==> src/rtl/alu_issue_ctrl.sv <==
// Issue controller for the registered ALU: decodes LUI/AUIPC/ADDI/ADD,
// forms operands, sequences the ALU and presents a writeback beat.
module alu_issue_ctrl #(
  parameter int DATA_W = 32,
  parameter int OP_W   = 5,
  parameter int CNT_W  = 32
) (
  input  logic              clk,
  input  logic              rst,
  input  logic              instr_valid,
  output logic              instr_ready,
  input  logic [31:0]       instr,
  input  logic [DATA_W-1:0] pc,
  output logic [4:0]        rs1_addr,
  output logic [4:0]        rs2_addr,
  input  logic [DATA_W-1:0] rs1_data,
  input  logic [DATA_W-1:0] rs2_data,
  output logic [DATA_W-1:0] alu_a,
  output logic [DATA_W-1:0] alu_b,
  output logic [OP_W-1:0]   alu_op,
  input  logic [DATA_W-1:0] alu_c,
  input  logic              alu_zero,
  output logic              wb_valid,
  input  logic              wb_ready,
  output logic              wb_we,
  output logic [4:0]        wb_rd,
  output logic [DATA_W-1:0] wb_data,
  output logic              wb_zero,
  output logic              wb_illegal,
  output logic [CNT_W-1:0]  retired
);

  localparam logic [OP_W-1:0] OP_NOP   = OP_W'(0);
  localparam logic [OP_W-1:0] OP_LUI   = OP_W'(1);
  localparam logic [OP_W-1:0] OP_AUIPC = OP_W'(2);
  localparam logic [OP_W-1:0] OP_ADD   = OP_W'(3);

  typedef enum logic [2:0] {
    S_IDLE,
    S_DECODE,
    S_EXEC,
    S_WAIT,
    S_WB
  } state_e;

  state_e            state_q, state_d;
  logic [31:0]       instr_q, instr_d;
  logic [DATA_W-1:0] pc_q, pc_d;
  logic [DATA_W-1:0] a_q, a_d;
  logic [DATA_W-1:0] b_q, b_d;
  logic [OP_W-1:0]   op_q, op_d;
  logic              ill_q, ill_d;
  logic              we_q, we_d;
  logic [DATA_W-1:0] data_q, data_d;
  logic              zero_q, zero_d;
  logic [CNT_W-1:0]  ret_q, ret_d;

  logic [6:0]        opc;
  logic [2:0]        f3;
  logic [6:0]        f7;
  logic [4:0]        rd;
  logic [DATA_W-1:0] imm_u;
  logic [DATA_W-1:0] imm_i;
  logic              is_lui;
  logic              is_auipc;
  logic              is_addi;
  logic              is_add;

  assign opc   = instr_q[6:0];
  assign f3    = instr_q[14:12];
  assign f7    = instr_q[31:25];
  assign rd    = instr_q[11:7];
  assign imm_u = DATA_W'($signed({instr_q[31:12], 12'b0}));
  assign imm_i = DATA_W'($signed(instr_q[31:20]));

  assign is_lui   = (opc == 7'b0110111);
  assign is_auipc = (opc == 7'b0010111);
  assign is_addi  = (opc == 7'b0010011) && (f3 == 3'b000);
  assign is_add   = (opc == 7'b0110011) && (f3 == 3'b000)
                  && (f7 == 7'b0000000);

  always_comb begin
    state_d = state_q;
    instr_d = instr_q;
    pc_d    = pc_q;
    a_d     = a_q;
    b_d     = b_q;
    op_d    = op_q;
    ill_d   = ill_q;
    we_d    = we_q;
    data_d  = data_q;
    zero_d  = zero_q;
    ret_d   = ret_q;
    unique case (state_q)
      S_IDLE: begin
        if (instr_valid) begin
          instr_d = instr;
          pc_d    = pc;
          state_d = S_DECODE;
        end
      end
      S_DECODE: begin
        ill_d   = 1'b0;
        state_d = S_EXEC;
        unique case (1'b1)
          is_lui: begin
            op_d = OP_LUI;
            a_d  = '0;
            b_d  = imm_u;
          end
          is_auipc: begin
            op_d = OP_AUIPC;
            a_d  = pc_q;
            b_d  = imm_u;
          end
          is_addi: begin
            op_d = OP_ADD;
            a_d  = rs1_data;
            b_d  = imm_i;
          end
          is_add: begin
            op_d = OP_ADD;
            a_d  = rs1_data;
            b_d  = rs2_data;
          end
          default: begin
            op_d    = OP_NOP;
            a_d     = '0;
            b_d     = '0;
            ill_d   = 1'b1;
            data_d  = '0;
            zero_d  = 1'b0;
            state_d = S_WB;
          end
        endcase
        we_d = ~ill_d && (rd != 5'd0);
      end
      S_EXEC: begin
        state_d = S_WAIT;
      end
      S_WAIT: begin
        data_d  = alu_c;
        zero_d  = alu_zero;
        state_d = S_WB;
      end
      S_WB: begin
        if (wb_ready) begin
          ret_d   = ret_q + CNT_W'(1);
          state_d = S_IDLE;
        end
      end
      default: begin
        state_d = S_IDLE;
      end
    endcase
  end

  always_ff @(posedge clk) begin
    if (rst) begin
      state_q <= S_IDLE;
      instr_q <= '0;
      pc_q    <= '0;
      a_q     <= '0;
      b_q     <= '0;
      op_q    <= OP_NOP;
      ill_q   <= 1'b0;
      we_q    <= 1'b0;
      data_q  <= '0;
      zero_q  <= 1'b0;
      ret_q   <= '0;
    end else begin
      state_q <= state_d;
      instr_q <= instr_d;
      pc_q    <= pc_d;
      a_q     <= a_d;
      b_q     <= b_d;
      op_q    <= op_d;
      ill_q   <= ill_d;
      we_q    <= we_d;
      data_q  <= data_d;
      zero_q  <= zero_d;
      ret_q   <= ret_d;
    end
  end

  // the ALU only sees a real opcode in EXEC so it holds C otherwise
  assign alu_op      = (state_q == S_EXEC) ? op_q : OP_NOP;
  assign alu_a       = a_q;
  assign alu_b       = b_q;
  assign rs1_addr    = instr_q[19:15];
  assign rs2_addr    = instr_q[24:20];
  assign instr_ready = (state_q == S_IDLE);
  assign wb_valid    = (state_q == S_WB);
  assign wb_we       = we_q;
  assign wb_rd       = rd;
  assign wb_data     = data_q;
  assign wb_zero     = zero_q;
  assign wb_illegal  = ill_q;
  assign retired     = ret_q;

endmodule

==> config.mk <==
export PLATFORM = sky130hd
export DESIGN_NAME = alu_issue_ctrl
export DESIGN_NICKNAME = d
export VERILOG_FILES = /design/src/rtl/alu_issue_ctrl.sv
export SDC_FILE = /design/constraint.sdc
export NUM_CORES = 1
export LEC_CHECK = 0
export ABC_AREA = 1
export ABC_CLOCK_PERIOD_IN_PS = 2150
export BUFFER_PORTS_ARGS = -buffer_cell sky130_fd_sc_hd__buf_4
export CAP_MARGIN = 20
export CORE_MARGIN = 2
export CORE_UTILIZATION = 40
export DETAILED_ROUTE_END_ITERATION = 10
export GPL_TIMING_DRIVEN = 1
export PLACE_DENSITY_LB_ADDON = 0.2
export SYNTH_ARGS = -nofsm -noshare
export SYNTH_HDL_FRONTEND = slang
export SYNTH_SLANG_ARGS = --single-unit
==> constraint.sdc <==
create_clock -name clk -period 2.15 [get_ports clk]
set_clock_uncertainty 0.1 [all_clocks]
set_input_delay 0.1075 -clock clk [delete_from_list [all_inputs] [get_ports clk]]
set_output_delay 0.1075 -clock clk [all_outputs]
set_load 0.02 [all_outputs]
==> results.toml, run 1 <==
[detailed_routing]
vias_per_cell = 5.003
drc = 0
first_iter_violations = 656
top_layer = "met4"
vias = 9835
wl_met2_mm = 14.49
wl_per_cell_um = 15.08
wl_met1_mm = 12.43
dr_wl_met3_mm = 1.850
antenna_left = 0
wirelength_mm = 29.66
first_pass_iters = 5

[yosys]
ys_top_cells_by_area = "dfxtp_1 (46%), a21oi_1 (11%), nand2_1 (10%)"
synth_cells = 1239
yosysMostFrequentCell = "nand2_1"
synth_seq_cells = 200
synth_edf_count = 0
yosysTopAreaCell = "dfxtp_1"
yosys-top-cells-count = "nand2_1 (233), dfxtp_1 (200), a21oi_1 (187)"
syn-cell-area_um2 = 8790
synth-seq-area-share_pct = 45.55
yosysUniqueCellTypes = 32
synth_top_cell_area_share_pct = 45.55
async_flop_share_pct = 0
avgSynthCellArea_um2 = 7.094
yosys_most_used_dff = "dfxtp_1"
synth_warnings = 0

[run_status]
status = "completed"

[global_routing]
grt_pass1_vias = 9399
grt_pass1_wl_mm = 47.36
globalRouteTotalUtil_pct = 24.67
grt_antenna_before_repair = 2
grt_max_degree = 102
gr-total-overflow = 0

[place]
gp_congestion = 0.8465
postPlaceCellArea_um2 = 11350
numPortBuffers = 314
place_hpwl_mm = 19.13

[timing]
period_share_pct = 91.76
fmax_mhz = 506.9
fin_setup_tns_ns = 0
worstMarginPinSlew_ns = 0.5308
period_needed_ns = 1.973
timing.slew.headroom_pct = 64.51
maxSlewViolCount = 0
setup_viol = 0
rsz0062_at_grt = "no"
hold_viol_final = 0

[power_and_ir_drop]
powerDensity_nw_per_um2 = 635.5
p_leak_nw = 5.775
peakVddDrop_mv = 0.6910

[cells_and_area]
final-seq-area_um2 = 4004
multi_input_area_um2 = 3924
layout.nets = 1838
fin_area_um2 = 13650
drive_above_1_share_pct = 24.35
syn_to_final_growth_pct = 55.27
fill_cells = 1887

[clock_tree]
cts_buffers = 17
clkTransAtPathRegs_ns = 0.08
cts_tree = "done"
cts_max_path_buffers = 2
htreeDepth = 4
cts.sink_count = 200
clock_latency_ns = 0.43
post_cts_buffers = 0
clock-root-buffer = "clkbuf_16"

[critical_path]
path_delay_family = "simple AND/OR/NAND/NOR gates"
cp_cell_sequence = "nand2_1 -> inv_2 -> nand2_1 -> nor2_4 -> nand2_1 -> nand4_2 -> buf_12 -> nand3_1 -> a21oi_1"
ff2ff_setup_slack_ns = 0.18
reg2reg_depth = 9
cp_slowest_stage_delay_ns = 0.44
critPathLaunch = "instr_q[0]$_SDFFE_PP0P_"
slowest_stage = "nand4_2"
critical_path_class = "flop to flop"
critPathArrivalTime_ns = 2.17
crit_path_start_kind = "flop"
worst-path-buf-inv = 2
path_common_cell = "nand2_1"
end_kind = "flop"
worst_r2r_startpoint = "instr_q[0]$_SDFFE_PP0P_"
regToRegEndpoint = "wb_data[24]$_SDFFE_PP0P_"
crit_path_max_fanout = 21
crit_required_ns = 2.34

[hold_path]
min_to = "retired[18]$_SDFFE_PP0P_"
hp-class = "primary input to flop"
min_path_cells = 4
worstHoldStart = "rst"

[floorplan]
die_w_um = 152.2
initial_core_util_pct = 40.53
core_area_um2 = 21690
row_count = 54
fp.dieH_um = 152.2
ios = 318
die_area_um2 = 23180

[job]
drv_cap = 0
-- metrics by stage --
| step | hold slack (ns) | total power [mW] | worst slack [ns] | std cells | utilization (%) |
|---|---|---|---|---|---|
| floorplan | 0.1458 | 4.611 | 0.3819 | 1241 | - |
| global placement | 0.2333 | 5.099 | 0.2596 | 1765 | 52.32 |
| detailed placement | 0.2396 | 5.117 | 0.2253 | 1765 | 52.32 |
| CTS | 0.004086 | 8.722 | 0.2090 | 1964 | 62.91 |
| global route | 0.03950 | 9.022 | 0.01605 | 1966 | 62.93 |
| finish | 0.03923 | 8.673 | 0.1772 | 1966 | 62.93 |
-- flip-flops by register name, indices dropped and copies added, names as in the netlist --
| name | cells |
|---|---|
| alu_a | 32 |
| alu_b | 32 |
| instr_q | 32 |
| pc_q | 32 |
| retired | 32 |
| wb_data | 32 |
| state_q | 3 |
| op_q | 2 |
| wb_illegal | 1 |
| wb_we | 1 |
| wb_zero | 1 |
-- power breakdown --
part | internal [mW] | leakage, nW | switching (mW)
registers | 3.87 | 1.63 | 0.0777
clock network | 1.78 | 0.300 | 1.60
logic | 0.676 | 3.85 | 0.673
total | 6.32 | 5.78 | 2.35
-- worst max path at each step --
stage	slack, ns	cells past startpoint	end
final	0.18	9	wb_data[24]$_SDFFE_PP0P_
after global routing	0.02	9	retired[17]$_SDFFE_PP0P_
after CTS	0.21	9	wb_data[12]$_SDFFE_PP0P_
after detailed placement	0.23	9	wb_data[12]$_SDFFE_PP0P_
after global placement	0.26	9	wb_data[26]$_SDFFE_PP0P_
after floorplan	0.38	10	retired[18]$_SDFFE_PP0P_
-- per-layer routing --
| layer | track usage, % | vias to the layer above |
|---|---|---|
| met5 | 0 | - |
| met4 | 9.346 | 0 |
| met3 | 4.977 | 55 |
| met2 | 42.30 | 341 |
| met1 | 30.63 | 4526 |
| li1 | - | 4913 |
-- cell usage in the layout, fill, tap and decap left out, types with 4 or more instances in the layout --
cell type        n
nand2_1        233
o22ai_1         11
nor2_1         100
clkbuf_16       17
buf_4          328
nor3_1           7
dlygate4sd3_1  168
or2_2           20
nand3b_1         7
nand4_1          7
dfxtp_1        200
a21oi_1        187
nor2_4           4
o21ai_0        137
inv_1          108
clkinv_4         4
nand3_1         98
buf_12           9
inv_2            6
-- worst register-to-register path: stages (launching register included) --
cell and delay (ns):
dfxtp_1 0.31, nand2_1 0.09, inv_2 0.05, nand2_1 0.14
nor2_4 0.05, nand2_1 0.12, nand4_2 0.44, buf_12 0.35
nand3_1 0.10, a21oi_1 0.10
-- repair_timing --
item,in CTS,in global routing
hold endpoints to repair,164,0
hold buffers,168,0
resized for setup,0,0
-- logic make-up after synthesis --
| logic type | Yosys count | share of synthesized area (%) |
|---|---|---|
| flops | 200 | 45.55 |
| buf+inv | 207 | 10.06 |
| compound gates | 338 | 19.50 |
| xor+xnor | 2 | 0.1993 |
| fa+ha+maj | 1 | 0.1423 |
| simple gates | 490 | 24.50 |
| other cells | 1 | 0.04266 |
-- area by class of cell --
cell class,count,share of cell area (%)
Sequential cell,200,29.34
Timing Repair Buffer,505,31.68
Tap cell,280,2.567
Clock buffer,17,3.117
Multi-Input combinational cell,834,28.75
Antenna cell,2,0.03667
Clock inverter,14,1.375
Inverter,114,3.135
(Power assumes the default switching activity.)
==> inputs of run 2 (changes only) <==
--- a/config.mk
+++ b/config.mk
@@ -10,7 +10,7 @@
 export BUFFER_PORTS_ARGS = -buffer_cell sky130_fd_sc_hd__buf_4
 export CAP_MARGIN = 20
 export CORE_MARGIN = 2
-export CORE_UTILIZATION = 40
+export CORE_UTILIZATION = 45
 export DETAILED_ROUTE_END_ITERATION = 10
 export GPL_TIMING_DRIVEN = 1
 export PLACE_DENSITY_LB_ADDON = 0.2
==> constraint.sdc (replaced) <==
create_clock -name clk -period 2.15 [get_ports clk]
set_clock_uncertainty 0.1 [all_clocks]
set_input_delay 0.43 -clock clk [delete_from_list [all_inputs] [get_ports clk]]
set_output_delay 0.43 -clock clk [all_outputs]
set_load 0.02 [all_outputs]
==> run 2 against run 1 <==
  * Combinational power is 21% lower
  * Flip-flop and latch count did not move
  * Clock power is 6.2% lower
  * Sequential share of layout area increased by 4.3 points
  * Global-route usage fell by 0.078 points
  * Worst hold slack improved by 0.078 ns
  * Non-clock buffer count decreased by 169
  * Sequential power hardly changed
==> results.toml, run 2 (synthesis results as in run 1) <==
[critical_path]
critPathLaunch = "state_q[2]$_SDFFE_PP0P_"
critPathArrivalTime_ns = 1.39
crit_required_ns = 1.62
end_kind = "output port"
crit_path_start_kind = "flop"
crit_path_max_fanout = 6
reg2reg_depth = 8
worst_r2r_startpoint = "retired[1]$_SDFFE_PP0P_"
critical_path_class = "flop to output port"

[power_and_ir_drop]
internal_power_mw = 5.912
comb_power_share_pct = 13.0
peakVddDrop_mv = 0.5487
p_seq_share_pct = 48.3
powerDensity_nw_per_um2 = 686.9
p_leak_nw = 5.060
p_clk_share_pct = 38.7
finalPower_mw = 8.172
p_switching_mw = 2.259
p_sw_share_pct = 27.65

[timing]
fin_setup_tns_ns = 0
period_share_pct = 89.42
rsz0062_at_grt = "no"
fmax_mhz = 520.2
setup_ws_ns = 0.2276
period_needed_ns = 1.922
maxSlewViolCount = 0
setup_viol = 0
hold_viol_final = 0

[detailed_routing]
wl_per_cell_um = 14.49
drc = 0
wirelength_mm = 25.80
first_iter_violations = 417
vias = 8953
first_pass_iters = 6
vias_per_cell = 5.027
antenna_left = 0

[global_routing]
grt_antenna_before_repair = 0
globalRouteTotalUtil_pct = 24.59
grt_pass1_vias = 8147
grt_pass1_wl_mm = 40.35
grt_max_degree = 94
gr-total-overflow = 0

[floorplan]
fp.dieH_um = 143.8
initial_core_util_pct = 45.46
ios = 318
die_area_um2 = 20670
core_area_um2 = 19330
die_w_um = 143.8
row_count = 51

[cells_and_area]
drive_above_1_share_pct = 26.98
antenna_cells = 0
mostFrequentLayoutCells = "buf_4 (328), nand2_1 (233), dfxtp_1 (200), a21oi_1 (187), o21ai_0 (137)"
syn_to_final_growth_pct = 35.35
layout.nets = 1669
instances_no_fill = 1781
final_common_cell = "buf_4"

[job]
drv_cap = 0

[clock_tree]
htreeDepth = 4
clkTransAtPathRegs_ns = 0.08
cts_resized = 0
clock-root-buffer = "clkbuf_16"
clock_latency_ns = 0.43
cts.sink_count = 200
post_cts_buffers = 0
postCtsHoldBufs = 0
cts_max_path_buffers = 2
cts_tree = "done"
cts_buffers = 17

[hold_path]
worstHoldStart = "rs1_data[15]"
min_path_cells = 3
hp-class = "primary input to flop"

[place]
numPortBuffers = 314
post-place-ws_ns = 0.3317
place_hpwl_mm = 18.22
gp_congestion = 0.8326
dp.cells = 1749

[run_status]
status = "completed"
==> run 2: cell count changes in the layout (fill, tap and decap cells not counted) <==
| cell | before | now |
|---|---|---|
| buf_12 | 9 | 8 |
| inv_6 | 3 | 7 |
| inv_8 | 3 | 2 |
| clkbuf_1 | 0 | 1 |
| clkinv_8 | 2 | 4 |
| bufinv_16 | 2 | 0 |
| clkinv_4 | 4 | 1 |
| dlygate4sd3_1 | 168 | 0 |
| diode_2 | 2 | 0 |
==> run 2: final cells by class <==
type | count | area, µm²
tap | 265 | 331.6
sequential | 200 | 4004
timing repair buffer | 336 | 2623
clock buffer | 18 | 429.2
multi-input combinational | 834 | 3924
inverter | 114 | 427.9
clock inverter | 14 | 157.7
fill | 1810 | 7438
==> run 2: final timing paths <==
path	endpoint	slack [ns]
max	instr_ready	0.23
min	alu_a[15]$_SDFFE_PP0P_	0.12
max reg2reg	retired[28]$_SDFFE_PP0P_	0.29
min reg2reg	pc_q[2]$_SDFFE_PP0P_	0.35
==> run 2: power by group through the flow <==
stage	Clock, mW	Sequential, mW	Combinational, mW
after CTS	3.23	3.95	1.07
after global placement	0	4.03	1.06
after floorplan	0	4.08	0.529
after detailed placement	0	4.03	1.07
final	3.16	3.95	1.06
after global routing	3.41	3.97	1.18
==> run 2: critical path: stages, from the launching register on <==
cell and delay, ns:
dfxtp_1 0.37, nor3_4 0.25, buf_4 0.20, buf_4 0.16
==> run 2: through the flow <==
step | utilization [%] | instance area [µm²] | hold slack [ns]
global route | 61.53 | 11900 | 0.1157
CTS | 61.53 | 11900 | 0.1075
detailed placement | 58.49 | 11310 | 0.3380
finish | 61.53 | 11900 | 0.1170
floorplan | - | 8797 | 0.3245
global placement | 58.49 | 11310 | 0.3329
==> run 2: per-layer routing <==
metal	vias to the layer above	part of all wire, %	GRT usage [%]
met5	-	0	0
met4	0	2.2	7.843
met3	39	7.8	6.065
met2	325	47	40.50
met1	4016	43	31.75
li1	4573	-	-
